## src/rtl/bus_arbiter_pkg.sv

```systemverilog
// Shared constants and state encoding for the instruction/data bus arbiter.
package bus_arbiter_pkg;

  localparam int unsigned BUS_W = 32;
  localparam logic [3:0]  SEL_FULL = 4'b1111;

  // Arbiter sequencing states; the numeric codes are visible on dbg_state_o.
  typedef enum logic [2:0] {
    ST_IDLE   = 3'd0,
    ST_D_BUSY = 3'd1,
    ST_I_BUSY = 3'd2,
    ST_D_DONE = 3'd3,
    ST_I_DONE = 3'd4,
    ST_I_DROP = 3'd5
  } state_t;

endpackage

```

## src/rtl/bus_timeout_cnt.sv

```systemverilog
// Bus wait counter: cleared on each grant, counts BUSY cycles without ack,
// and flags the cycle in which the count reaches LIMIT.
module bus_timeout_cnt #(
  parameter int unsigned LIMIT = 255
) (
  input  logic clk,
  input  logic rst,
  input  logic clr,
  input  logic en,
  output logic expired
);

  localparam int unsigned W = (LIMIT < 2) ? 1 : $clog2(LIMIT);
  localparam logic [W-1:0] LAST = W'(LIMIT - 1);

  logic [W-1:0] cnt;

  // Wait counter; the increment that would reach LIMIT is the expiry cycle.
  always_ff @(posedge clk or negedge rst) begin
    if (!rst) begin
      cnt <= '0;
    end else if (clr) begin
      cnt <= '0;
    end else if (en) begin
      cnt <= cnt + W'(1);
    end
  end

  assign expired = en & (cnt == LAST);

endmodule

```

## src/rtl/bus_arbiter.sv

```systemverilog
// Single-port bus arbiter between fetch (ibus) and load/store (dbus).
// Data has priority; every access passes through IDLE between grants.
// Optional wait timeout is built only when BUS_TIMEOUT_EN is defined.
//
// Handshake: bus_req_o rises the cycle after a grant and stays high, with
// all bus_* fields stable, until the cycle in which bus_ack_i is sampled
// high (or the timeout expires); ack outside BUSY is ignored.
module bus_arbiter
  import bus_arbiter_pkg::*;
#(
  parameter int unsigned TIMEOUT_CYCLES = 255
) (
  input  logic             clk,
  input  logic             rst,
  input  logic             ibus_ce_i,
  input  logic [BUS_W-1:0] ibus_addr_i,
  output logic [BUS_W-1:0] ibus_data_o,
  output logic             ibus_stallreq_o,
  input  logic             dbus_ce_i,
  input  logic             dbus_we_i,
  input  logic [3:0]       dbus_sel_i,
  input  logic [BUS_W-1:0] dbus_addr_i,
  input  logic [BUS_W-1:0] dbus_data_i,
  output logic [BUS_W-1:0] dbus_data_o,
  output logic             dbus_stallreq_o,
  input  logic             flush_i,
  output logic             bus_req_o,
  output logic             bus_we_o,
  output logic [3:0]       bus_sel_o,
  output logic [BUS_W-1:0] bus_addr_o,
  output logic [BUS_W-1:0] bus_data_o,
  input  logic [BUS_W-1:0] bus_data_i,
  input  logic             bus_ack_i,
  output logic             bus_err_o,
  output logic [2:0]       dbg_state_o
);

  state_t           state;
  logic             lat_we;
  logic [3:0]       lat_sel;
  logic [BUS_W-1:0] lat_addr;
  logic [BUS_W-1:0] lat_data;
  logic [BUS_W-1:0] i_result;
  logic [BUS_W-1:0] d_result;
  logic             flushed;
  logic             req_q;
  logic             err_q;
  logic             busy;
  logic             expired;

  assign busy = (state == ST_D_BUSY) || (state == ST_I_BUSY);

`ifdef BUS_TIMEOUT_EN
  // Counter is held clear in IDLE, so it always starts from zero on a grant.
  bus_timeout_cnt #(
    .LIMIT(TIMEOUT_CYCLES)
  ) u_timeout (
    .clk     (clk),
    .rst     (rst),
    .clr     (state == ST_IDLE),
    .en      (busy & ~bus_ack_i),
    .expired (expired)
  );
`else
  // No timeout hardware: BUSY waits for ack indefinitely.
  assign expired = (TIMEOUT_CYCLES == 0) & 1'b0;
`endif

  // Arbitration/sequencing FSM with registered bus fields and results.
  always_ff @(posedge clk or negedge rst) begin
    if (!rst) begin
      state    <= ST_IDLE;
      lat_we   <= 1'b0;
      lat_sel  <= '0;
      lat_addr <= '0;
      lat_data <= '0;
      i_result <= '0;
      d_result <= '0;
      flushed  <= 1'b0;
      req_q    <= 1'b0;
      err_q    <= 1'b0;
    end else begin
      err_q <= 1'b0;
      case (state)
        ST_IDLE: begin
          if (dbus_ce_i) begin
            lat_addr <= dbus_addr_i;
            lat_we   <= dbus_we_i;
            lat_sel  <= dbus_sel_i;
            lat_data <= dbus_data_i;
            req_q    <= 1'b1;
            state    <= ST_D_BUSY;
          end else if (ibus_ce_i) begin
            lat_addr <= ibus_addr_i;
            lat_we   <= 1'b0;
            lat_sel  <= SEL_FULL;
            flushed  <= 1'b0;
            req_q    <= 1'b1;
            state    <= ST_I_BUSY;
          end
        end
        ST_D_BUSY: begin
          // Data accesses are never flushed; they always run to completion.
          if (bus_ack_i) begin
            d_result <= bus_data_i;
            req_q    <= 1'b0;
            state    <= ST_D_DONE;
          end else if (expired) begin
            d_result <= '0;
            req_q    <= 1'b0;
            err_q    <= 1'b1;
            state    <= ST_D_DONE;
          end
        end
        ST_I_BUSY: begin
          // A flush anywhere in the access turns its result into a drop.
          flushed <= flushed | flush_i;
          if (bus_ack_i || expired) begin
            req_q <= 1'b0;
            err_q <= ~bus_ack_i;
            if (flushed || flush_i) begin
              state <= ST_I_DROP;
            end else begin
              i_result <= bus_ack_i ? bus_data_i : '0;
              state    <= ST_I_DONE;
            end
          end
        end
        ST_D_DONE, ST_I_DONE, ST_I_DROP: begin
          state <= ST_IDLE;
        end
        default: begin
          state <= ST_IDLE;
          req_q <= 1'b0;
        end
      endcase
    end
  end

  assign bus_req_o       = req_q;
  assign bus_we_o        = lat_we;
  assign bus_sel_o       = lat_sel;
  assign bus_addr_o      = lat_addr;
  assign bus_data_o      = lat_data;
  assign bus_err_o       = err_q;
  assign ibus_data_o     = i_result;
  assign dbus_data_o     = d_result;
  assign dbus_stallreq_o = dbus_ce_i & (state != ST_D_DONE);
  assign ibus_stallreq_o = ibus_ce_i & (state != ST_I_DONE);
  assign dbg_state_o     = state;

endmodule

```

## config.mk

```make
export PLATFORM = sky130hd
export DESIGN_NAME = bus_arbiter
export DESIGN_NICKNAME = d
export VERILOG_FILES = /design/src/rtl/bus_arbiter_pkg.sv /design/src/rtl/bus_timeout_cnt.sv /design/src/rtl/bus_arbiter.sv
export SDC_FILE = /design/constraint.sdc
export NUM_CORES = 1
export LEC_CHECK = 0
export BUFFER_PORTS_ARGS = -buffer_cell sky130_fd_sc_hd__buf_2
export CORE_ASPECT_RATIO = 1.2
export CORE_UTILIZATION = 46
export DETAILED_ROUTE_END_ITERATION = 16
export GPL_TIMING_DRIVEN = 0
export PLACE_DENSITY_LB_ADDON = 0.12
export SLEW_MARGIN = 20
export SYNTH_ARGS = -nofsm -noshare
export SYNTH_HDL_FRONTEND = slang
export SYNTH_SLANG_ARGS = --single-unit
export TNS_END_PERCENT = 100
```

## constraint.sdc

```tcl
create_clock -name clk -period 2.05 [get_ports clk]
set_input_delay 0.205 -clock clk [delete_from_list [all_inputs] [get_ports clk]]
set_output_delay 0.205 -clock clk [all_outputs]
set_load 0.02 [all_outputs]
```

### After elaboration in Yosys (flattened, before gate mapping)

Index checks and enable logic that the tools add are counted.

* bits in registers: 139
* word-level logic and storage cells: 62
* bits in latches: 0
* ROM bits: 0
* memory bits (writable): 0
* memories: 0
* input port bits: 139

* equal/unequal tests: 13
* order comparisons: 0
* muxes and demuxes: 20
* add/subtract/negate cells: 0
* multipliers: 0
* shifts and indexed selects: 0
* bitwise operators: 6
* reductions and logical operators: 13
* div/mod/pow operators: 0

Operators by type and width (count)
* 2-to-1 mux 32 bit: 2
* 2-to-1 mux 3 bit: 4
* AND reduction 3 bit: 4
* 2-to-1 mux 1 bit: 9
* one-hot mux 3 bit (3 select lines): 1
* 2-to-1 mux 4 bit: 2
* inequality test 2 bit, second input constant: 4
* equality test 3 x 2 -> 1 bit, second input constant: 2
* equality test 3 bit, second input constant: 2
* inequality test 3 bit, second input constant: 2
* AND reduction 2 bit: 3
* nonzero test 2 bit: 2
* equality test 3 x 1 -> 1 bit, second input constant: 1
* zero test 3 bit: 1
* inequality test 3 x 2 -> 1 bit, second input constant: 1
* inverter 1 bit: 3
* one-hot mux 1 bit (3 select lines): 1
* OR reduction 3 bit: 1
* bitwise AND 1 bit: 2
* inequality test 2 x 1 -> 1 bit, second input constant: 1
* one-hot mux 1 bit (2 select lines): 1
* OR reduction 2 bit: 1
* logical OR 1 bit: 1
* bitwise OR 1 bit: 1

### Depth between registers and ports, before layout

* word-level depth: 4
* mapped depth: 6

### Worst setup path before layout

OpenSTA, ideal clock, no wires.

* path type: register to register
* from: register state[2] (netlist: dbg_state_o[2])
* to: register lat_data[0] (netlist: bus_data_o[0])
* required time: 1.925 ns
* stages on the path, launching flop included: 5
* library setup time: 0.125 ns
* slack: 0.307 ns
* data arrival time: 1.618 ns
* path buffers: 2
* cell sequence: dfrtp_1 > buf_2 > nor4b_4 > buf_6 > mux2_2

* longest elaborated chain between the ends: 2

RTL lines
* start: declaration: line bus_arbiter.sv:38 `state_t state;`
* start signal: assignment: line bus_arbiter.sv:72 `state <= ST_IDLE;`
* start signal: assignment: line bus_arbiter.sv:92 `state <= ST_D_BUSY;`
* start signal: assignment: line bus_arbiter.sv:99 `state <= ST_I_BUSY;`
* zero test 3 bit: line bus_arbiter.sv:84 `case (state)`
* AND reduction 2 bit (no line)
* end signal: assignment: line bus_arbiter.sv:90 `lat_data <= dbus_data_i;`
* end: declaration: line bus_arbiter.sv:42 `logic [BUS_W-1:0] lat_data;`

No other way between the ends.
A chain may end at the register's enable or synchronous reset.

### Final worst setup path

* from: register state[0] (netlist: dbg_state_o[0])
* to: register lat_addr[28] (netlist: bus_addr_o[28])

* longest elaborated chain between the ends: 2

RTL lines
* zero test 3 bit: line bus_arbiter.sv:84
* AND reduction 2 bit (no line)
* end signal: assignment: line bus_arbiter.sv:87 `lat_addr <= dbus_addr_i;`
* end signal: assignment: line bus_arbiter.sv:94 `lat_addr <= ibus_addr_i;`
* end: declaration: line bus_arbiter.sv:41 `logic [BUS_W-1:0] lat_addr;`

No other way between the ends.

==> out/metrics.csv <==
stage;metric;value;unit
synthesis;synthAdderAreaFrac;0;%
clock_tree;cts_resized;0;
routing;drc;0;
synthesis;synthCells;356;
worst_setup_path;critical_path.cell_chain;buf_2 > nor2_1 > o211a_1 > buf_4 > buf_4 > mux2_2;
synthesis;synth-compound-area-share;2.29;%
power;p_leak;3.88;nW
power;pwr-share-seq;34.6;%
grt;grt_pass1_vias;4185;
sta;maxSlewHeadroom;61.3;%
grt;grt-ovfl-total;0;
power;p_switching;5.21;mW
clock_tree;htree_levels;4;
routing;drt_iter0_drc;105;
synthesis;ys_top_cells_by_area;dfrtp_1 61%, mux2_2 32%, buf_2 0.98%;
clock_tree;ctsRootBufferMaster;clkbuf_16;
sta;rsz0062_at_grt;no;
routing;postRouteAntennaNets;0;
die;die_h;123;um
synthesis;async_reset_ff_share;100;%
power;comb_power_share;43.0;%
worst_setup_path;reg2regPathDepth;6;
die;fp-row-count;43;
synthesis;yosysWarnings;0;
power;switching_share;37.7;%
synthesis;synth_edf_count;0;
worst_setup_path;path_common_cell;buf_4;
synthesis;netlist_area;0.00564;mm2
synthesis;synth_mux_area_share;32.0;%
synthesis;ys_seq_area_share;61.2;%
synthesis;netlist_top_cells_count;158 x mux2_2, 138 x dfrtp_1, 11 x buf_2;
sta;clock_skew;0.00746;ns
clock_tree;cts_sinks;138;
power;internal_power;8.61;mW
grt;grt_pass1_wl;20700;um
synthesis;syn_nets;495;
layout;area_growth;39.5;%
layout;post-route-util;67.1;%
synthesis;ys.flop_type;dfrtp_1;
sta;period_minus_slack;1.83;ns
clock_tree;cts_made_buffers;17;
power;p_clk_share;22.3;%
min_path;hold_class;input port to flop;
grt;grt_max_degree;73;
worst_setup_path;slowest_stage;dfrtp_1;
sta;worst-slew-pin-transition;0.581;ns
layout;final_cell_count_no_fill;825;
routing;wl_met2;7130;um
worst_setup_path;worstPathRequired;2.34;ns
routing;routed.top_layer;met5;
routing;vias_per_cell;4.89;
synthesis;synthSimpleGateAreaFrac;1.62;%
worst_setup_path;cp-start-kind;flop;
synthesis;yosysMostFrequentCell;mux2_2;
sta;setup_viol;0;
sta;clock.fmax;548;MHz
power;ir_worst_vdd;1.04;mV
sta;slew_violations;0;
synthesis;synth_cell_type_count;28;
die;die_x;103;um
worst_setup_path;critical_path_class;flop to flop;
min_path;holdPathStages;3;
grt;antenna_found_initial;1;
sta;finalHoldViolCount;0;
clock_tree;tritoncts;built;
routing;wl_met3;1200;um
power;powerDensity;1760;mW/mm2
grt;grt_usage;22.2;%
job;drv_cap;0;
routing;met1Wirelength;5250;um
worst_setup_path;critPathMaxStageDelay;0.38;ns
routing;wirelength;13900;um
die;io_pins;279;
synthesis;synth_top_family_by_area;multiplexers;
placed_design;place_congestion;0.758;
placed_design;place_inst;791;
layout;drive_above_1_share;73.3;%
routing;via_count;4037;
power;power;13.8;mW
placed_design;dp_hpwl;10400;um
die;coreArea;0.0117;mm2
routing;wl_per_cell;16.9;um
clock_tree;clock_path_buffers;2;
synthesis;netlist.area_leader.share;61.2;%
die;start_util;48.1;%
routing;first_pass_iters;4;
worst_setup_path;crit_arrival;2.12;ns
sta;post-route-period-util;89.1;%
synthesis;synth_seq_cells;138;
layout;nets;793;
die;dieArea;0.0127;mm2
clock_tree;cts.reportedPaths.clkPinSlew;0.06;ns
clock_tree;clock_latency;0.42;ns
worst_setup_path;worst-path-max-fanout;10;
clock_tree;post_cts_buffers;0;
placed_design;io_buffers;277;
synthesis;synth_top_area_cell;dfrtp_1;
synthesis;syn_area_per_cell;15.8;um2
status;outcome;completed;
synthesis;synth_xor_area_share;0;%
worst_setup_path;end_kind;flop;
## state kept, by name, summed over array words and instances, names as in the netlist
name and cells:
bus_sel_o 4, dbus_data_o 32, ibus_data_o 32, dbg_state_o 3, bus_we_o 1, bus_addr_o 32, bus_req_o 1, bus_data_o 32
flushed 1
## through the flow
| stage | hold WS, ns | area, um2 | setup TNS, ns | setup slack [ns] |
|---|---|---|---|---|
| after floorplan | -0.0906 | 5640 | 0 | 0.307 |
| after global placement | 0.426 | 7220 | -134.04 | -0.981 |
| after detailed placement | 0.191 | 7260 | 0 | 0.213 |
| after CTS | 0.00211 | 7870 | 0 | 0.199 |
| after global routing | 0.00814 | 7870 | 0 | 0.0833 |
| final | 0.0114 | 7870 | 0 | 0.224 |
## cells in the final DEF (no fill, tap or decap), types with 2 or more instances in the layout
cell type	synthesis	layout
buf_2	11	287
mux2_2	158	158
dfrtp_1	138	138
clkbuf_16	0	17
buf_4	7	7
nor2_1	5	5
inv_1	4	4
o22a_1	4	4
clkinv_2	0	4
inv_6	0	4
buf_6	3	3
o21ai_0	3	3
bufinv_16	0	3
clkinvlp_4	0	3
nand2_1	2	2
o211a_1	2	2
a21oi_1	2	2
mux2_1	2	2
## repair_timing
action                                  in CTS  in global routing
endpoints found under the setup margin       0                  0
hold buffers                                 1                  0
hold endpoints to repair                    66                  0
## power by group through the flow
stage	clock network, mW	logic, mW	registers [mW]
after floorplan	0	2.16	6.49
after global placement	0	5.91	4.72
after detailed placement	0	6.02	4.81
after CTS	3.15	6.03	4.79
after global routing	3.28	6.34	4.95
final	3.09	5.95	4.79
## routing by layer
| layer | vias up | global-route usage [%] |
|---|---|---|
| li1 | 1876 | - |
| met1 | 1940 | 23.8 |
| met2 | 188 | 38.5 |
| met3 | 31 | 8.42 |
| met4 | 2 | 10.2 |
| met5 | - | 0 |
## area by class of cell
cell class / count / area, um2
fillers: 874 / 3860
flip-flops and latches: 138 / 3450
multi-input cells: 192 / 2030
repair buffers: 279 / 1430
clock buffers: 18 / 429
well taps: 157 / 196
clock inverters: 14 / 168
plain buffers: 22 / 145
inverters: 4 / 15.0
diodes: 1 / 2.50
## cell families (layout without fill, tap and decap cells)
group                  after synthesis  after routing
DFF                                138            138
buffers and inverters               26            337
and+or+nand+nor                     14             14
other                                1              2
muxes                              160            160
AOI/OAI and AO/OA                   17             17
## critical path: cells and delay by family (launching register included)
family | cells | cell delay, ns
mux | 1 | 0.35
buf+inv | 3 | 0.58
compound gates | 1 | 0.21
simple gates | 1 | 0.19
flops | 1 | 0.38
## path summary, 6_finish.rpt
| kind | startpoint | endpoint | slack, ns |
|---|---|---|---|
| min in group asynchronous | rst | bus_data_o[9]$_DFFE_PN0P_ | 0.33 |
| max in group asynchronous | rst | dbus_data_o[26]$_DFFE_PN0P_ | 0.98 |
| min | dbus_we_i | bus_we_o$_DFFE_PN0P_ | 0.01 |
| max | dbg_state_o[0]$_DFFE_PN0P_ | bus_addr_o[28]$_DFFE_PN0P_ | 0.22 |
| max reg2reg | dbg_state_o[0]$_DFFE_PN0P_ | bus_addr_o[28]$_DFFE_PN0P_ | 0.22 |
| min reg2reg | bus_data_o[27]$_DFFE_PN0P_ | bus_data_o[27]$_DFFE_PN0P_ | 0.49 |
(Power assumes the default switching activity.)
